### config.mk
export PLATFORM = sky130hd
export DESIGN_NAME = piso_tx_sched
export DESIGN_NICKNAME = d
export VERILOG_FILES = /design/src/rtl/piso_tx_sched.sv
export SDC_FILE = /design/constraint.sdc
export NUM_CORES = 1
export LEC_CHECK = 0
export ABC_AREA = 1
export BUFFER_PORTS_ARGS = -buffer_cell sky130_fd_sc_hd__buf_2
export CELL_PAD_IN_SITES_DETAIL_PLACEMENT = 1
export CELL_PAD_IN_SITES_GLOBAL_PLACEMENT = 1
export CORE_MARGIN = 2
export CORE_UTILIZATION = 33
export CTS_CLUSTER_SIZE = 28
export DETAILED_ROUTE_END_ITERATION = 12
export GPL_TIMING_DRIVEN = 1
export PLACE_DENSITY_LB_ADDON = 0.1
export SYNTH_ARGS = -nofsm -noshare
export SYNTH_HDL_FRONTEND = slang
export SYNTH_SLANG_ARGS = --single-unit
### constraint.sdc
create_clock -name clk -period 2.56 [get_ports clk]
set_input_delay 0.512 -clock clk [delete_from_list [all_inputs] [get_ports clk]]
set_output_delay 0.512 -clock clk [all_outputs]
set_load 0.05 [all_outputs]
### src/rtl/piso_tx_sched.sv
// piso_tx_sched: round-robin scheduler that shares one LSB-first PISO between two
// valid/ready word requesters and emits bit-timing qualifiers for the serial stream.
module piso_tx_sched #(
    parameter int WIDTH = 4,
    parameter int DIV   = 1,
    parameter int GAP   = 1
) (
    input  logic             clk,
    input  logic             rst_n,
    input  logic             req0_valid,
    input  logic [WIDTH-1:0] req0_data,
    output logic             req0_ready,
    input  logic             req1_valid,
    input  logic [WIDTH-1:0] req1_data,
    output logic             req1_ready,
    output logic             piso_load,
    output logic             piso_shift,
    output logic [WIDTH-1:0] piso_pin,
    output logic             bit_valid,
    output logic             frame_first,
    output logic             frame_last,
    output logic             owner,
    output logic             busy
);
    localparam int BW = (WIDTH > 1) ? $clog2(WIDTH) : 1;
    localparam int DW = (DIV > 1) ? $clog2(DIV) : 1;
    localparam int GW = (GAP > 1) ? $clog2(GAP) : 1;
    localparam logic [BW-1:0] BIT_LAST = BW'(WIDTH - 1);
    localparam logic [DW-1:0] DIV_LAST = DW'(DIV - 1);
    localparam logic [GW-1:0] GAP_LAST = GW'((GAP > 0) ? (GAP - 1) : 0);

    typedef enum logic [1:0] {
        ST_IDLE  = 2'd0,
        ST_SHIFT = 2'd1,
        ST_GAP   = 2'd2
    } state_e;

    state_e        state_q, state_d;
    logic [BW-1:0] bit_cnt_q, bit_cnt_d;
    logic [DW-1:0] div_cnt_q, div_cnt_d;
    logic [GW-1:0] gap_cnt_q, gap_cnt_d;
    logic          prio_q, prio_d;
    logic          owner_q, owner_d;
    logic          shift_q, shift_d;
    logic          bit_valid_q, bit_valid_d;
    logic          first_q, first_d;
    logic          last_q, last_d;
    logic          busy_q, busy_d;
    logic          idle_s;
    logic          grant0_s;
    logic          grant1_s;

    // Arbitration: reset is folded in so ready/load stay low while rst_n is asserted
    always_comb begin
        idle_s   = rst_n && (state_q == ST_IDLE);
        grant0_s = idle_s && req0_valid && (!req1_valid || !prio_q);
        grant1_s = idle_s && req1_valid && (!req0_valid || prio_q);
    end

    // Handshake and PISO load path, combinational in the grant cycle
    always_comb begin
        req0_ready = grant0_s;
        req1_ready = grant1_s;
        piso_load  = grant0_s | grant1_s;
        if (grant0_s) begin
            piso_pin = req0_data;
        end else if (grant1_s) begin
            piso_pin = req1_data;
        end else begin
            piso_pin = {WIDTH{1'b0}};
        end
    end

    // Next-state, counters and next values of the registered qualifiers
    always_comb begin
        state_d   = state_q;
        bit_cnt_d = bit_cnt_q;
        div_cnt_d = div_cnt_q;
        gap_cnt_d = gap_cnt_q;
        prio_d    = prio_q;
        owner_d   = owner_q;
        case (state_q)
            ST_IDLE: begin
                if (grant0_s || grant1_s) begin
                    state_d   = ST_SHIFT;
                    bit_cnt_d = {BW{1'b0}};
                    div_cnt_d = {DW{1'b0}};
                    owner_d   = grant1_s;
                    prio_d    = ~grant1_s;
                end else begin
                    state_d = ST_IDLE;
                end
            end
            ST_SHIFT: begin
                if (div_cnt_q == DIV_LAST) begin
                    div_cnt_d = {DW{1'b0}};
                    if (bit_cnt_q != BIT_LAST) begin
                        bit_cnt_d = bit_cnt_q + BW'(1);
                    end else if (GAP == 0) begin
                        state_d = ST_IDLE;
                    end else begin
                        state_d   = ST_GAP;
                        gap_cnt_d = {GW{1'b0}};
                    end
                end else begin
                    div_cnt_d = div_cnt_q + DW'(1);
                end
            end
            ST_GAP: begin
                if (gap_cnt_q == GAP_LAST) begin
                    state_d = ST_IDLE;
                end else begin
                    gap_cnt_d = gap_cnt_q + GW'(1);
                end
            end
            default: begin
                state_d = ST_IDLE;
            end
        endcase

        // Qualifiers are computed from the next state so they register cleanly
        bit_valid_d = (state_d == ST_SHIFT);
        shift_d     = bit_valid_d && (div_cnt_d == DIV_LAST) && (bit_cnt_d != BIT_LAST);
        first_d     = bit_valid_d && (bit_cnt_d == {BW{1'b0}});
        last_d      = bit_valid_d && (bit_cnt_d == BIT_LAST);
        busy_d      = (state_d != ST_IDLE);
    end

    // State and output registers, cleared immediately by rst_n
    always_ff @(posedge clk or negedge rst_n) begin
        if (!rst_n) begin
            state_q     <= ST_IDLE;
            bit_cnt_q   <= {BW{1'b0}};
            div_cnt_q   <= {DW{1'b0}};
            gap_cnt_q   <= {GW{1'b0}};
            prio_q      <= 1'b0;
            owner_q     <= 1'b0;
            shift_q     <= 1'b0;
            bit_valid_q <= 1'b0;
            first_q     <= 1'b0;
            last_q      <= 1'b0;
            busy_q      <= 1'b0;
        end else begin
            state_q     <= state_d;
            bit_cnt_q   <= bit_cnt_d;
            div_cnt_q   <= div_cnt_d;
            gap_cnt_q   <= gap_cnt_d;
            prio_q      <= prio_d;
            owner_q     <= owner_d;
            shift_q     <= shift_d;
            bit_valid_q <= bit_valid_d;
            first_q     <= first_d;
            last_q      <= last_d;
            busy_q      <= busy_d;
        end
    end

    assign piso_shift  = shift_q;
    assign bit_valid   = bit_valid_q;
    assign frame_first = first_q;
    assign frame_last  = last_q;
    assign owner       = owner_q;
    assign busy        = busy_q;

endmodule

==> flow_summary.toml, run 1 <==
[logic_synthesis]
synth_edf_count = 0
yosysTopAreaCell = "sky130_fd_sc_hd__dfrtp_1"
synth_xor_xnor_area_share = 0
synth_top_family_by_area = "simple AND/OR/NAND/NOR gates"
synth_sequential_area_ratio = 0.545
synth_area_per_cell_um2 = 9.33
synth.area.mux_share = 0
synth.most_common_cell = "sky130_fd_sc_hd__dfrtp_1"
simple_gate_area_share_of_the_yosys_netlist = 0.227
synthesis.area_um2 = 551
synth_top_cells_by_area = "sky130_fd_sc_hd__dfrtp_1, sky130_fd_sc_hd__inv_1, sky130_fd_sc_hd__nor2_1, sky130_fd_sc_hd__a22o_1, sky130_fd_sc_hd__nand2_1"
yosys_warnings = 0
synth.top_cell.area_share = 0.545
synthFlopType = "sky130_fd_sc_hd__dfrtp_1"
synth_cell_types = 18
synthesis.instances = 59
synth_seq_cells = 12
synth-adder-area-share = 0
ys_top_cells_by_count = "sky130_fd_sc_hd__dfrtp_1, sky130_fd_sc_hd__inv_1, sky130_fd_sc_hd__nor2_1, sky130_fd_sc_hd__nand2_1, sky130_fd_sc_hd__a22o_1"
synth-async-reset-ratio = 1.00
synth-compound-area-share = 0.152
postSynthNetCount = 71

[floorplanning]
floorplan.die.width_um = 44.8
die_h_um = 44.8
ioPinCount = 25
core_region_area_um2 = 1540
core.rowCount = 14
effective_utilization_at_floorplan = 0.357
fp.dieArea_um2 = 2010

[grt]
global_route_wire_length_before_repair_um = 2200
grt_overall_usage = 0.154
first_global_vias = 495
gr-total-overflow = 0
antenna_found_initial = 0
grt_start_max_net_pins = 13

[sta]
setup_tns_ps = 0
finalWorstPathRequiredPeriod_ps = 2120
post-route-period-util = 0.828
fmax_mhz = 472
finClkSkew_ps = 7.45
setup_viol = 0
maxSlewHeadroom = 0.836
drv_slew = 0
timing.final.hold_violations = 0
final.hold.worst_slack_ps = 186
worst_slew_pin_tran_ps = 245
rsz0062_at_grt = "no"

[routing]
vias = 502
firstDrtPassIters = 4
post-route-drc-count = 0
routed_wirelength_um = 1250
viasPerCell = 4.83
avgRoutedWirePerCell_um = 12.0
route.antenna.remaining_nets = 0
detail_route.iter0.violations = 1

[worst_hold_path]
worstHoldPathType = "input pin to async pin"

[setup_path]
cp_data_required_time_ps = 2050
regToRegStartpoint = "state_q[1]$_DFF_PN0_"
regToRegSetupSlack_ps = 1240
regToRegEndpoint = "frame_first$_DFF_PN0_"
crit_path_dat_ps = 1610
timing.critical_path.to_type = "output port"
reg2reg_depth = 5
worstSetupStartpointType = "register"
worstPathMaxFanout = 6
crit_path_start = "state_q[0]$_DFF_PN0_"
critPathKind = "register to output port"

[run_status]
status = "finished, final reports clean"

[clock_tree]
clock_tree.buffer_depth = 2
clock_sinks = 12
tritoncts_buffers = 3
cts.clk_slew.worst_paths_ps = 80
cts.htree.levels = 1
cts_hold_repair.buffers = 0
post_cts_buffers = 0
post_cts.resized_instances = 0
clk-insertion-delay-late_ps = 270
cts_tree = "done"
cts-root-buf = "sky130_fd_sc_hd__clkbuf_4"

[layout]
fin_cells = 104
syn_to_final_growth_pct = 33.4
final_net_count = 101
post_route_cells_drive_above_1_share = 0.432
antennaDiodeCount = 0
filler_cell_count = 209

[job]
count_of_maximum_capacitance_violations = 0

[pwr]
post-layout-total-power_mw = 0.935
power.static_leakage_nw = 0.431
pwr_density_cell_nw_per_um2 = 1270
power.ir.vdd_worst_uv = 525

[place]
place.detailed.hpwl_um = 975
buffer_ports.inserted = 24
placedCellCount = 100
routabilityCongestion = 0.755
registers in the layout, indices dropped and copies added (netlist names):
register / flops
frame_first: 1
busy: 1
owner: 1
state_q: 2
div_cnt_q: 1
prio_q: 1
bit_cnt_q: 2
bit_valid: 1
frame_last: 1
piso_shift: 1
kinds of logic (layout without fill, tap and decap cells):
family	count (synthesis)	after routing
buffers and inverters	11	40
AO/OA/AOI/OAI	11	11
flip-flops	12	12
AND/OR/NAND/NOR	25	25
report_power, final:
| group | switching, mW | internal [mW] | total [mW] |
|---|---|---|---|
| registers | 0.0417 | 0.257 | 0.299 |
| clock network | 0.0616 | 0.0864 | 0.148 |
| logic | 0.366 | 0.122 | 0.488 |
| total | 0.470 | 0.465 | 0.935 |
layout make-up:
| class | count | area, µm² | share of cell area |
|---|---|---|---|
| flip-flops and latches | 12 | 300 | 0.409 |
| repair buffers | 25 | 128 | 0.174 |
| multi-input cells | 36 | 209 | 0.284 |
| well taps | 16 | 20.0 | 0.0273 |
| inverters | 11 | 41.3 | 0.0562 |
| clock buffers | 4 | 36.3 | 0.0494 |
metal layers:
layer / global-route usage / vias up / part of all wire
met2: 0.241 / 16 / 0.47
met3: 0.0440 / 0 / 0.086
met4: 0.0706 / 0 / 0
met1: 0.197 / 241 / 0.45
met5: 0 / - / 0
li1: - / 245 / -
worst max-delay path by stage:
| stage | to | slack [ps] |
|---|---|---|
| floorplan | piso_pin[0] | 340 |
| global placement | piso_pin[0] | 570 |
| detailed placement | piso_pin[1] | 530 |
| CTS | piso_pin[1] | 420 |
| global route | piso_pin[0] | 340 |
| finish | piso_pin[1] | 440 |
per-stage QoR:
stage,cell area (µm²),setup slack [ps],util
after global routing,734,336,0.476
after detailed placement,698,528,0.453
final,734,440,0.476
after floorplan,551,338,-
after CTS,734,416,0.476
after global placement,698,575,0.453
layout by cell type (no fill, tap or decap), types with 2 or more instances in the layout:
master / synthesis / routed
sky130_fd_sc_hd__buf_2: 0 / 24
sky130_fd_sc_hd__nor2_1: 10 / 10
sky130_fd_sc_hd__a21oi_2: 2 / 2
sky130_fd_sc_hd__nand2_2: 3 / 3
sky130_fd_sc_hd__inv_1: 10 / 10
sky130_fd_sc_hd__nand2_1: 6 / 6
sky130_fd_sc_hd__a21oi_1: 2 / 2
sky130_fd_sc_hd__clkbuf_4: 0 / 3
sky130_fd_sc_hd__dfrtp_1: 12 / 12
sky130_fd_sc_hd__a22o_1: 4 / 4
worst max-delay path, stage by stage, from the launching register on:
cell	delay, ps
sky130_fd_sc_hd__dfrtp_1	410
sky130_fd_sc_hd__inv_2	90
sky130_fd_sc_hd__nand2_2	60
sky130_fd_sc_hd__nor2_4	100
sky130_fd_sc_hd__nand2_2	100
sky130_fd_sc_hd__inv_1	170
sky130_fd_sc_hd__a22o_1	160
sky130_fd_sc_hd__buf_2	260
(Power assumes the default switching activity.)
==> inputs of run 2 (changes only) <==
- ABC_AREA: 1 -> 0
- CORE_UTILIZATION: 33 -> 30
- clock period: 2.56 -> 1.8 ns (I/O delays scaled with it)
==> flow_summary.toml, run 2 <==
[routing]
viasPerCell = 4.77
avgRoutedWirePerCell_um = 14.4
post-route-drc-count = 0
firstDrtPassIters = 2
detail_route.iter0.violations = 7
vias = 515
routed_wirelength_um = 1550
route.antenna.remaining_nets = 0

[setup_path]
regToRegSetupSlack_ps = 480
cell_breakdown_of_the_critical_path = "nor3b_4 -> and3_4 -> a22o_4 -> buf_8"
cp_data_required_time_ps = 1440
worstPathMaxFanout = 5
slowest_delay_ps = 420
crit_slowest_cell = "sky130_fd_sc_hd__dfrtp_1"
worstSetupStartpointType = "register"
timing.critical_path.to_type = "output port"
critPathKind = "register to output port"
crit_path_dat_ps = 1510

[clock_tree]
clk-insertion-delay-late_ps = 270
cts.htree.levels = 1
cts_hold_repair.buffers = 0
clock_tree.buffer_depth = 2
cts_tree = "done"
tritoncts_buffers = 3
clock_sinks = 12
cts.clk_slew.worst_paths_ps = 70
cts-root-buf = "sky130_fd_sc_hd__clkbuf_4"

[layout]
area_of_the_multi_input_gates_um2 = 290
fin_cells = 108
most-common-layout-cells = "sky130_fd_sc_hd__buf_2, sky130_fd_sc_hd__dfrtp_1, sky130_fd_sc_hd__buf_4"
final_net_count = 97
syn_to_final_growth_pct = 55.1
filler_cell_count = 228
antennaDiodeCount = 0
reg.largest.list = "bit_cnt_q: 2 flops, state_q: 2 flops"
post_route_cells_drive_above_1_share = 0.554
layout.area.seq_um2 = 300
utilization = 0.507
final_common_cell = "sky130_fd_sc_hd__buf_2"

[pwr]
post-layout-total-power_mw = 1.61
power.ir.vdd_worst_uv = 761
power.static_leakage_nw = 0.461
pwr_density_cell_nw_per_um2 = 1800

[logic_synthesis]
synth-adder-area-share = 0
synth_sequential_area_ratio = 0.521
ys_top_cells_by_count = "sky130_fd_sc_hd__dfrtp_1, sky130_fd_sc_hd__a22o_1, sky130_fd_sc_hd__inv_1, sky130_fd_sc_hd__and3_1, sky130_fd_sc_hd__nor2_1"
synth_edf_count = 0
synth.top_cell.area_share = 0.521
yosys_warnings = 0
synth-async-reset-ratio = 1.00
simple_gate_area_share_of_the_yosys_netlist = 0.241
synth_cell_types = 25
synthesis.instances = 51
synth_xor_xnor_area_share = 0
synth_area_per_cell_um2 = 11.3
synthesis.area_um2 = 577
synth-compound-area-share = 0.180
synth.area.mux_share = 0
synthFlopType = "sky130_fd_sc_hd__dfrtp_1"
synth_top_family_by_area = "simple AND/OR/NAND/NOR gates"
synth_top_cells_by_area = "sky130_fd_sc_hd__dfrtp_1, sky130_fd_sc_hd__a22o_1, sky130_fd_sc_hd__and3_1, sky130_fd_sc_hd__nor3b_4, sky130_fd_sc_hd__a2111oi_2"
postSynthNetCount = 63
synth.most_common_cell = "sky130_fd_sc_hd__dfrtp_1"
synth_seq_cells = 12
yosysTopAreaCell = "sky130_fd_sc_hd__dfrtp_1"

[place]
routabilityCongestion = 0.736
place.detailed.hpwl_um = 1130
buffer_ports.inserted = 24
placedCellCount = 102

[worst_hold_path]
worstHoldPathType = "input pin to async pin"

[floorplanning]
die_h_um = 47.9
effective_utilization_at_floorplan = 0.327
core.rowCount = 15
floorplan.die.width_um = 47.9
core_region_area_um2 = 1760
fp.dieArea_um2 = 2290
ioPinCount = 25

[grt]
global_route_wire_length_before_repair_um = 2300
gr-total-overflow = 0
first_global_vias = 509
grt_start_max_net_pins = 14
antenna_found_initial = 0
grt_overall_usage = 0.153

[sta]
drv_slew = 0
maxSlewHeadroom = 0.703
timing.final.hold_violations = 0
setup_viol = 6
fmax_mhz = 535
finalWorstPathRequiredPeriod_ps = 1870
worst_slew_pin_tran_ps = 445
least_setup_slack_across_all_paths_after_layout_ps = -67.9
finClkSkew_ps = 6.30
rsz0062_at_grt = "yes"
post-route-period-util = 1.04

[run_status]
violations = "setup timing"
status = "finished with violations"

[job]
count_of_maximum_capacitance_violations = 0
run 2: report_power, final:
| part | internal, mW | switching [mW] | total (mW) |
|---|---|---|---|
| Clock | 0.0775 | 0.0830 | 0.160 |
| Sequential | 0.390 | 0.0682 | 0.459 |
| Combinational | 0.367 | 0.626 | 0.992 |
run 2: worst paths after layout:
check,cells after the start,to,start
max,4,piso_pin[0],state_q[0]$_DFF_PN0_
min,2,frame_last$_DFF_PN0_,rst_n
max reg2reg,3,frame_first$_DFF_PN0_,bit_cnt_q[0]$_DFF_PN0_
min reg2reg,1,piso_shift$_DFF_PN0_,bit_cnt_q[1]$_DFF_PN0_
max in group asynchronous,2,owner$_DFFE_PN0P_,rst_n
min in group clk,3,prio_q$_DFFE_PN0P_,req0_valid
run 2: area by class of cell:
cell class | instances | share of cell area
sequential | 12 | 0.336
multi-input combinational | 33 | 0.324
timing repair buffer | 31 | 0.263
tap | 25 | 0.0350
clock buffer | 3 | 0.0252
inverter | 4 | 0.0168
run 2: critical path, delay by kind of cell, from the launching register on:
| family | cells | cell delay (ps) |
|---|---|---|
| AOI/OAI and AO/OA | 1 | 150 |
| DFF | 1 | 420 |
| buffers and inverters | 1 | 140 |
| and+or+nand+nor | 2 | 530 |
run 2: kinds of logic after synthesis:
family | count (synthesis)
simple gates | 20
buf+inv | 6
compound gates | 13
flops | 12
run 2: repair_timing:
| action | CTS | global route |
|---|---|---|
| pin swaps | 7 | 3 |
| setup endpoints to repair | 6 | 7 |
| cloned | 0 | 0 |
| resized for setup | 25 | 3 |
| buffers inserted | 2 | 1 |
run 2: metrics by stage:
step / worst slack [ps] / cell area [µm²] / hold slack [ps] / setup TNS (ps)
final: -67.9 / 895 / 25.8 / -298
after global routing: -125 / 895 / 26.7 / -648
after CTS: -76.1 / 877 / 22.5 / -377
after detailed placement: -11.9 / 744 / 323 / -23.0
after global placement: 0.983 / 744 / 325 / 0
after floorplan: 67.5 / 582 / 64.4 / 0
run 2: layer usage:
metal,GRT usage,share of wire
met1,0.175,0.39
met2,0.253,0.56
met3,0.0604,0.043
met4,0.0649,0.0071
met5,0,0
